### src/rtl/minhash_sched_if.sv
// rtl/minhash_sched_if.sv - k-mer in, shared-hasher, seed-config and signature-out signal bundle
interface minhash_sched_if #(
    parameter int HASHER_DATA_BITS = 32,
    parameter int NUM_HASHES       = 4,
    parameter int IDX_BITS         = $clog2(NUM_HASHES)
);
    logic                        kmer_valid;
    logic                        kmer_ready;
    logic [HASHER_DATA_BITS-1:0] kmer_data;
    logic                        kmer_last;

    logic [HASHER_DATA_BITS-1:0] hasher_seed;
    logic [HASHER_DATA_BITS-1:0] hasher_kmer;
    logic [HASHER_DATA_BITS-1:0] hasher_signature;

    logic                        cfg_we;
    logic [IDX_BITS-1:0]         cfg_addr;
    logic [HASHER_DATA_BITS-1:0] cfg_seed;

    logic                        sig_valid;
    logic                        sig_ready;
    logic [IDX_BITS-1:0]         sig_idx;
    logic [HASHER_DATA_BITS-1:0] sig_data;
    logic                        sig_last;

    logic                        busy;

    modport slave (
        input  kmer_valid, kmer_data, kmer_last, hasher_signature,
               cfg_we, cfg_addr, cfg_seed, sig_ready,
        output kmer_ready, hasher_seed, hasher_kmer,
               sig_valid, sig_idx, sig_data, sig_last, busy
    );

    modport master (
        output kmer_valid, kmer_data, kmer_last, hasher_signature,
               cfg_we, cfg_addr, cfg_seed, sig_ready,
        input  kmer_ready, hasher_seed, hasher_kmer,
               sig_valid, sig_idx, sig_data, sig_last, busy
    );
endinterface

### src/rtl/minhash_sched.sv
// rtl/minhash_sched.sv - time-multiplexes one external hasher over all seeds to build MinHash signatures
module minhash_sched #(
    parameter int                          HASHER_DATA_BITS = 32,
    parameter int                          NUM_HASHES       = 4,
    parameter int                          IDX_BITS         = $clog2(NUM_HASHES),
    parameter logic [HASHER_DATA_BITS-1:0] SEED_BASE        = 32'hac718add
) (
    input  logic            clk,
    input  logic            rst_n,
    minhash_sched_if.slave  bus
);
    localparam int                  HDB      = HASHER_DATA_BITS;
    localparam logic [IDX_BITS-1:0] LAST_IDX = IDX_BITS'(NUM_HASHES - 1);

    typedef enum logic [1:0] {IDLE, HASH, DRAIN} state_t;

    state_t              state;
    logic [IDX_BITS-1:0] idx;
    logic [HDB-1:0]      kmer_q;
    logic                last_q;
    logic [HDB-1:0]      seed [NUM_HASHES];
    logic [HDB-1:0]      mins [NUM_HASHES];

    always_ff @(posedge clk or negedge rst_n) begin
        if (!rst_n) begin
            state  <= IDLE;
            idx    <= '0;
            kmer_q <= '0;
            last_q <= 1'b0;
            for (int i = 0; i < NUM_HASHES; i++) begin
                mins[i] <= '1;
                seed[i] <= SEED_BASE ^ HDB'(32'(i) * 32'h9E3779B9);
            end
        end else begin
            // Decoding each entry drops out-of-range addresses without a range compare.
            if (state == IDLE && bus.cfg_we) begin
                for (int i = 0; i < NUM_HASHES; i++) begin
                    if (bus.cfg_addr == IDX_BITS'(i)) seed[i] <= bus.cfg_seed;
                end
            end
            case (state)
                IDLE: begin
                    if (bus.kmer_valid) begin
                        kmer_q <= bus.kmer_data;
                        last_q <= bus.kmer_last;
                        idx    <= '0;
                        state  <= HASH;
                    end
                end
                HASH: begin
                    if (bus.hasher_signature < mins[idx]) mins[idx] <= bus.hasher_signature;
                    if (idx == LAST_IDX) begin
                        idx   <= '0;
                        state <= last_q ? DRAIN : IDLE;
                    end else begin
                        idx <= idx + 1'b1;
                    end
                end
                DRAIN: begin
                    if (bus.sig_ready) begin
                        if (idx == LAST_IDX) begin
                            for (int i = 0; i < NUM_HASHES; i++) mins[i] <= '1;
                            idx   <= '0;
                            state <= IDLE;
                        end else begin
                            idx <= idx + 1'b1;
                        end
                    end
                end
                default: state <= IDLE;
            endcase
        end
    end

    // The hasher is always fed; its result only matters in HASH.
    assign bus.hasher_seed = seed[idx];
    assign bus.hasher_kmer = kmer_q;

    assign bus.kmer_ready = (state == IDLE);
    assign bus.busy       = (state != IDLE);
    assign bus.sig_valid  = (state == DRAIN);
    assign bus.sig_idx    = (state == DRAIN) ? idx : '0;
    assign bus.sig_data   = (state == DRAIN) ? mins[idx] : '0;
    assign bus.sig_last   = (state == DRAIN) && (idx == LAST_IDX);
endmodule

### src/flat_wrapper.sv
// flat-port wrapper written by rule: the top's interface ports become plain ports
module minhash_sched_flat 
#(
    parameter int                          HASHER_DATA_BITS = 32,
    parameter int                          NUM_HASHES       = 4,
    parameter int                          IDX_BITS         = $clog2(NUM_HASHES),
    parameter logic [HASHER_DATA_BITS-1:0] SEED_BASE        = 32'hac718add
)
  (clk, rst_n, bus_kmer_valid, bus_kmer_data, bus_kmer_last, bus_hasher_signature, bus_cfg_we, bus_cfg_addr, bus_cfg_seed, bus_sig_ready, bus_kmer_ready, bus_hasher_seed, bus_hasher_kmer, bus_sig_valid, bus_sig_idx, bus_sig_data, bus_sig_last, bus_busy);
  minhash_sched_if #(.HASHER_DATA_BITS(HASHER_DATA_BITS), .NUM_HASHES(NUM_HASHES), .IDX_BITS(IDX_BITS)) bus_i ();
  input  logic clk;
  input  logic rst_n;
  input wire logic [$bits(bus_i.kmer_valid)-1:0] bus_kmer_valid;
  input wire logic [$bits(bus_i.kmer_data)-1:0] bus_kmer_data;
  input wire logic [$bits(bus_i.kmer_last)-1:0] bus_kmer_last;
  input wire logic [$bits(bus_i.hasher_signature)-1:0] bus_hasher_signature;
  input wire logic [$bits(bus_i.cfg_we)-1:0] bus_cfg_we;
  input wire logic [$bits(bus_i.cfg_addr)-1:0] bus_cfg_addr;
  input wire logic [$bits(bus_i.cfg_seed)-1:0] bus_cfg_seed;
  input wire logic [$bits(bus_i.sig_ready)-1:0] bus_sig_ready;
  output wire logic [$bits(bus_i.kmer_ready)-1:0] bus_kmer_ready;
  output wire logic [$bits(bus_i.hasher_seed)-1:0] bus_hasher_seed;
  output wire logic [$bits(bus_i.hasher_kmer)-1:0] bus_hasher_kmer;
  output wire logic [$bits(bus_i.sig_valid)-1:0] bus_sig_valid;
  output wire logic [$bits(bus_i.sig_idx)-1:0] bus_sig_idx;
  output wire logic [$bits(bus_i.sig_data)-1:0] bus_sig_data;
  output wire logic [$bits(bus_i.sig_last)-1:0] bus_sig_last;
  output wire logic [$bits(bus_i.busy)-1:0] bus_busy;
  assign bus_i.kmer_valid = bus_kmer_valid;
  assign bus_i.kmer_data = bus_kmer_data;
  assign bus_i.kmer_last = bus_kmer_last;
  assign bus_i.hasher_signature = bus_hasher_signature;
  assign bus_i.cfg_we = bus_cfg_we;
  assign bus_i.cfg_addr = bus_cfg_addr;
  assign bus_i.cfg_seed = bus_cfg_seed;
  assign bus_i.sig_ready = bus_sig_ready;
  assign bus_kmer_ready = bus_i.kmer_ready;
  assign bus_hasher_seed = bus_i.hasher_seed;
  assign bus_hasher_kmer = bus_i.hasher_kmer;
  assign bus_sig_valid = bus_i.sig_valid;
  assign bus_sig_idx = bus_i.sig_idx;
  assign bus_sig_data = bus_i.sig_data;
  assign bus_sig_last = bus_i.sig_last;
  assign bus_busy = bus_i.busy;
  minhash_sched #(.HASHER_DATA_BITS(HASHER_DATA_BITS), .NUM_HASHES(NUM_HASHES), .IDX_BITS(IDX_BITS), .SEED_BASE(SEED_BASE)) u_core (.clk(clk), .rst_n(rst_n), .bus(bus_i));
endmodule
### config.mk
export PLATFORM = sky130hd
export DESIGN_NAME = minhash_sched_flat
export DESIGN_NICKNAME = d
export VERILOG_FILES = /design/src/rtl/minhash_sched_if.sv /design/src/rtl/minhash_sched.sv /design/src/flat_wrapper.sv
export SDC_FILE = /design/constraint.sdc
export NUM_CORES = 1
export LEC_CHECK = 0
export CORE_ASPECT_RATIO = 0.8
export CORE_UTILIZATION = 59
export DETAILED_ROUTE_END_ITERATION = 8
export PLACE_DENSITY = 0.91
export SLEW_MARGIN = 20
export SYNTH_ARGS = -nofsm -noshare
export SYNTH_HDL_FRONTEND = slang
export SYNTH_SLANG_ARGS = --single-unit
### constraint.sdc
create_clock -name clk -period 7.5 [get_ports clk]
set_clock_uncertainty 0.2 [all_clocks]
set_input_delay 1.125 -clock clk [delete_from_list [all_inputs] [get_ports clk]]
set_output_delay 1.125 -clock clk [all_outputs]
set_load 0.05 [all_outputs]
Word level (Yosys, flattened, before mapping):

Index checks and enable logic that the tools add are counted.
W data, S select, Z words.

* add/sub/neg operators: 1
* order comparisons: 3
* equality and inequality tests: 11
* mux-type cells: 25
* bitwise gates (word level): 1
* reductions and logical operators: 16

Operator list (count)
* $mux W128: 3
* $pmux W128 S2: 1
* $mux W32: 6
* $bmux W32 S2: 2
* $bwmux W128: 1
* $demux W32 S2: 1
* $lt A32 B32 Y1: 1
* $mux W2: 9
* $pmux W2 S3: 2
* $reduce_and A2 Y1: 5
* $eq A2 B2 Y1 const B: 4
* $reduce_and A4 Y1: 2
* $ne A2 B1 Y1 const B: 3
* $eq A2 B1 Y1 const B: 2
* $logic_not A2 Y1: 2
* $ne A2 B2 Y1 const B: 2
* $reduce_bool A2 Y1: 2
* $ge A3 B3 Y1 const B: 1
* $logic_and A1 B1 Y1: 3
* $lt A3 B1 Y1 const B: 1
* $not A2 Y3: 1
* $reduce_and A3 Y1: 1
* $reduce_bool A3 Y1: 1
* $add A2 B1 Y2 const B: 1

* register bits after elaboration: 293
* input port bits: 104
* output and inout port bits: 102
* word-level logic and storage cells: 69

Logic depth before layout (Yosys ltp):

* word-level depth: 8
* gate-level depth with buffers: 13
* depth with buffers taken out: 10

Worst setup path after synthesis:

No wires, ideal clock.

* path kind: reg2reg
* from: reg u_core.idx[0]
* to: reg u_core.mins[100] in the netlist's numbering
* setup time: 0.080 ns
* arrival time: 3.938 ns
* data required time: 7.220 ns
* setup slack: 3.282 ns
* cell stages (with the launch flop): 14
* path buffers: 3
* period minus slack after synthesis: 4.218 ns
* cells stage by stage: dfrtp_1 buf_1 buf_1 mux4_2 inv_1 ha_1 a21o_1 a21oi_1 o211ai_1 a221o_1 a211oi_2 o21ai_1 clkbuf_1 o22a_1

* cells in the longest elaborated chain, start to end: 8
* elaborated cells between the ends (all ways): 17
* those cells by class: order compare (3); eq/ne (3); mux (8); bitwise (1); reduce/logical (2)

Ends and longest elaborated chain
* from (decl): RTL line minhash_sched.sv:18 `logic [IDX_BITS-1:0] idx;`
* from (signal assigned): RTL line minhash_sched.sv:56 `idx <= idx + 1'b1;`
* from (signal assigned): RTL line minhash_sched.sv:66 `idx <= idx + 1'b1;`
* parallel branches: the longest is 8 deep, another holds $lt A32 B32 Y1
* to (signal, indexed assignment): RTL line minhash_sched.sv:31 `mins[i] <= '1;`
* to (decl): RTL line minhash_sched.sv:22 `logic [HDB-1:0] mins [NUM_HASHES];`

Several ways; the timed one is not identified. The select of a mux whose other input is x is not followed.
A chain may end at the register's enable or synchronous reset.

Final worst setup path:

* from: reg u_core.idx[1]
* to: reg u_core.mins[37] in the netlist's numbering

The elaborated chain is that of the path after synthesis.

==> out/results.tsv <==
metric	value	unit
grt_max_degree	158	
die_h	137	microns
cp_max_fo	41	
final_nets	1234	
synthArstFlopShare	100	%
status	complete, no violations	
port_buffers	205	
max_freq	177	MHz
numCtsBuffers	29	
end_kind	flip-flop	
post_cts_buffers	0	
wire_per_inst	22.3	microns
area_growth	24.5	%
finalSetupTns	0	ns
path_buf_inv	3	
cts.repair.resized	0	
layout-drive-gt1-share	44.0	%
grt_pass1_wl	50700	microns
p_leak	6.64	nW
cts.sinks	293	
min_period	5.65	ns
first_pass_iters	5	
htreeDepth	1	
n_antenna_cell	0	
via_per_inst	6.26	
fill_cells	1334	
cp_cell_sequence	buf_4, mux4_2, inv_1, ha_1, a211oi_1, o21ai_0, a211oi_1, o221ai_1, a211oi_2, o22a_1, buf_4, o22a_1	
ant_nets	0	
rows	48	
coreArea	22000	sq um
gp_congestion	0.832	
cp_slowest_cell	dfrtp_2	
synth_cells	898	
ys_types	36	
die-area	23400	sq um
start_util	61.1	%
crit_type	reg2reg	
power.total	0.00867	W
cp.required	7.77	ns
vias	8851	
hold_violations	0	
ios	206	
pwr_density_cell	518	nW/um^2
synth_warnings	0	
synth_seq_cells	293	
finalNonFillerCells	1413	
irDropWorstVdd	0.000446	V
worst_pin_slew	1.10	ns
cpLargestDelayFamily	compound AO/OA/AOI/OAI gates	
cp_slowest_stage_delay	1.06	ns
grt_antenna_before_repair	1	
synth_nets	1041	
timing.slew.headroom	26.3	%
cts_tree	built	
ys.flop_type	dfstp_2	
slew_violations	0	
critPathArrivalTime	5.92	ns
rsz0062_at_grt	false	
grt_pass1_vias	9445	
cts_buffer_depth	3	
finalCritPeriodShare	75.3	%
drtIter0Drc	587	
placedCellCount	1360	
worstSkewPairLatency	0.54	ns
start_kind	flip-flop	
dp_hpwl	20300	microns
syn-cell-area	13400	sq um
postCtsHoldBufs	0	
clk_transition_reported_paths	0.06	ns
avgSynthCellArea	15.0	sq um
drc	0	
finalSetupViolCount	0	
synth_edf_count	0	
cts_root_buf	clkbuf_16	
die_w	171	microns
ys_seq_area_share	56.4	%
grt_overflow	0	
grtUsageTotal	28.2	%
maxCapViolCount	0	
finalWirelength	31500	microns
min_path_type	reg2reg	
cells by family after synthesis:
kind of cell               after synthesis  share of synthesized area (%)
muxes                                  225                           24.2
and+or+nand+nor                         75                           2.51
buffers and inverters                   96                           2.79
AOI/OAI and AO/OA                      170                           10.4
DFF                                    293                           56.4
adders and majority gates               39                           3.63
Yosys cell counts, drive strengths merged, types with 2 or more instances:
library cell  instances  area share, %
a21o                  5           0.28
a211oi                5           0.32
inv                  38            1.1
mux4                 64             11
nand3                 4           0.15
dfrtp                92             17
o21ai                13           0.48
nor2                 40            1.1
a21oi                 7           0.26
buf                  29           0.92
dfstp               201             39
and2                  2          0.093
nand4                 6           0.28
mux2                161             13
nor2b                 6           0.28
clkbuf               28           0.78
ha                   39            3.6
nand2                12           0.34
o22a                132            8.6
power by group:
| part | total, W | leakage (nW) | switching, W | internal [W] |
|---|---|---|---|---|
| clock | 0.00139 | 0.449 | 0.000587 | 0.000803 |
| combinational | 0.00419 | 2.98 | 0.00235 | 0.00185 |
| sequential | 0.00309 | 3.21 | 0.000434 | 0.00266 |
| total | 0.00867 | 6.64 | 0.00337 | 0.00530 |
placed cells by master, fill, tap and decap left out, types with 12 or more instances in the layout:
master / instances
nand2_1: 12
dfstp_2: 201
dfrtp_1: 90
clkbuf_16: 29
inv_1: 38
mux2_2: 161
nor2_1: 40
clkbuf_1: 12
mux4_2: 64
clkdlybuf4s50_1: 204
ha_1: 39
o22a_1: 132
buf_4: 13
registers in the layout, indices dropped and copies added, names as in the netlist:
name and flops:
u_core.mins 128, u_core.idx 2, u_core.bus.hasher_kmer 32, u_core.state 2, u_core.seed 128, u_core.last_q 1
through the flow:
| step | cell area (sq um) | setup slack, ns | hold WS [ns] | utilization (%) |
|---|---|---|---|---|
| 3_5_place_dp | 15800 | 2.04 | 0.289 | 71.9 |
| 5_1_grt | 16700 | 1.66 | 0.314 | 76.1 |
| 3_3_place_gp | 15800 | 2.18 | 0.283 | 71.9 |
| 4_1_cts | 16700 | 1.98 | 0.301 | 76.1 |
| 6_report | 16700 | 1.85 | 0.298 | 76.1 |
| 2_1_floorplan | 13400 | 3.28 | 0.274 | - |
worst register-to-register path, cell delays in order (launching register included):
cell and delay, ns:
dfrtp_2 1.06, buf_4 0.54, mux4_2 0.38, inv_1 0.10
ha_1 0.26, a211oi_1 0.23, o21ai_0 0.12, a211oi_1 0.24
o221ai_1 0.27, a211oi_2 0.84, o22a_1 0.71, buf_4 0.40
o22a_1 0.22
layout make-up:
class	instances	area [sq um]	share of cell area (%)
sequential	293	7590	45.4
multi-input combinational	509	5530	33.1
timing repair buffer	219	2170	13.0
inverter	39	146	0.875
tap	300	375	2.24
clock inverter	3	18.8	0.112
clock buffer	50	895	5.35
worst paths after layout:
check	startpoint	end	slack [ns]	depth (start not counted)
hold reg to reg	u_core.seed[11]	u_core.seed[11]	0.30	1
setup reg to reg	u_core.idx[1]	u_core.mins[37]	1.85	12
max in group asynchronous	rst_n	u_core.seed[94]	5.27	2
hold / removal	u_core.seed[11]	u_core.seed[11]	0.30	1
setup / recovery	u_core.idx[1]	u_core.mins[37]	1.85	12
min in group asynchronous	rst_n	u_core.seed[31]	0.56	1
per-layer routing:
layer | global-route usage [%] | vias up | share of wire [%]
met4 | 6.21 | 2 | 1.5
li1 | - | 3782 | -
met3 | 6.54 | 43 | 7.3
met1 | 38.6 | 4690 | 42
met5 | 0 | - | 0.035
met2 | 46.5 | 334 | 49
No activity file was read; power rests on OpenSTA's default activity.
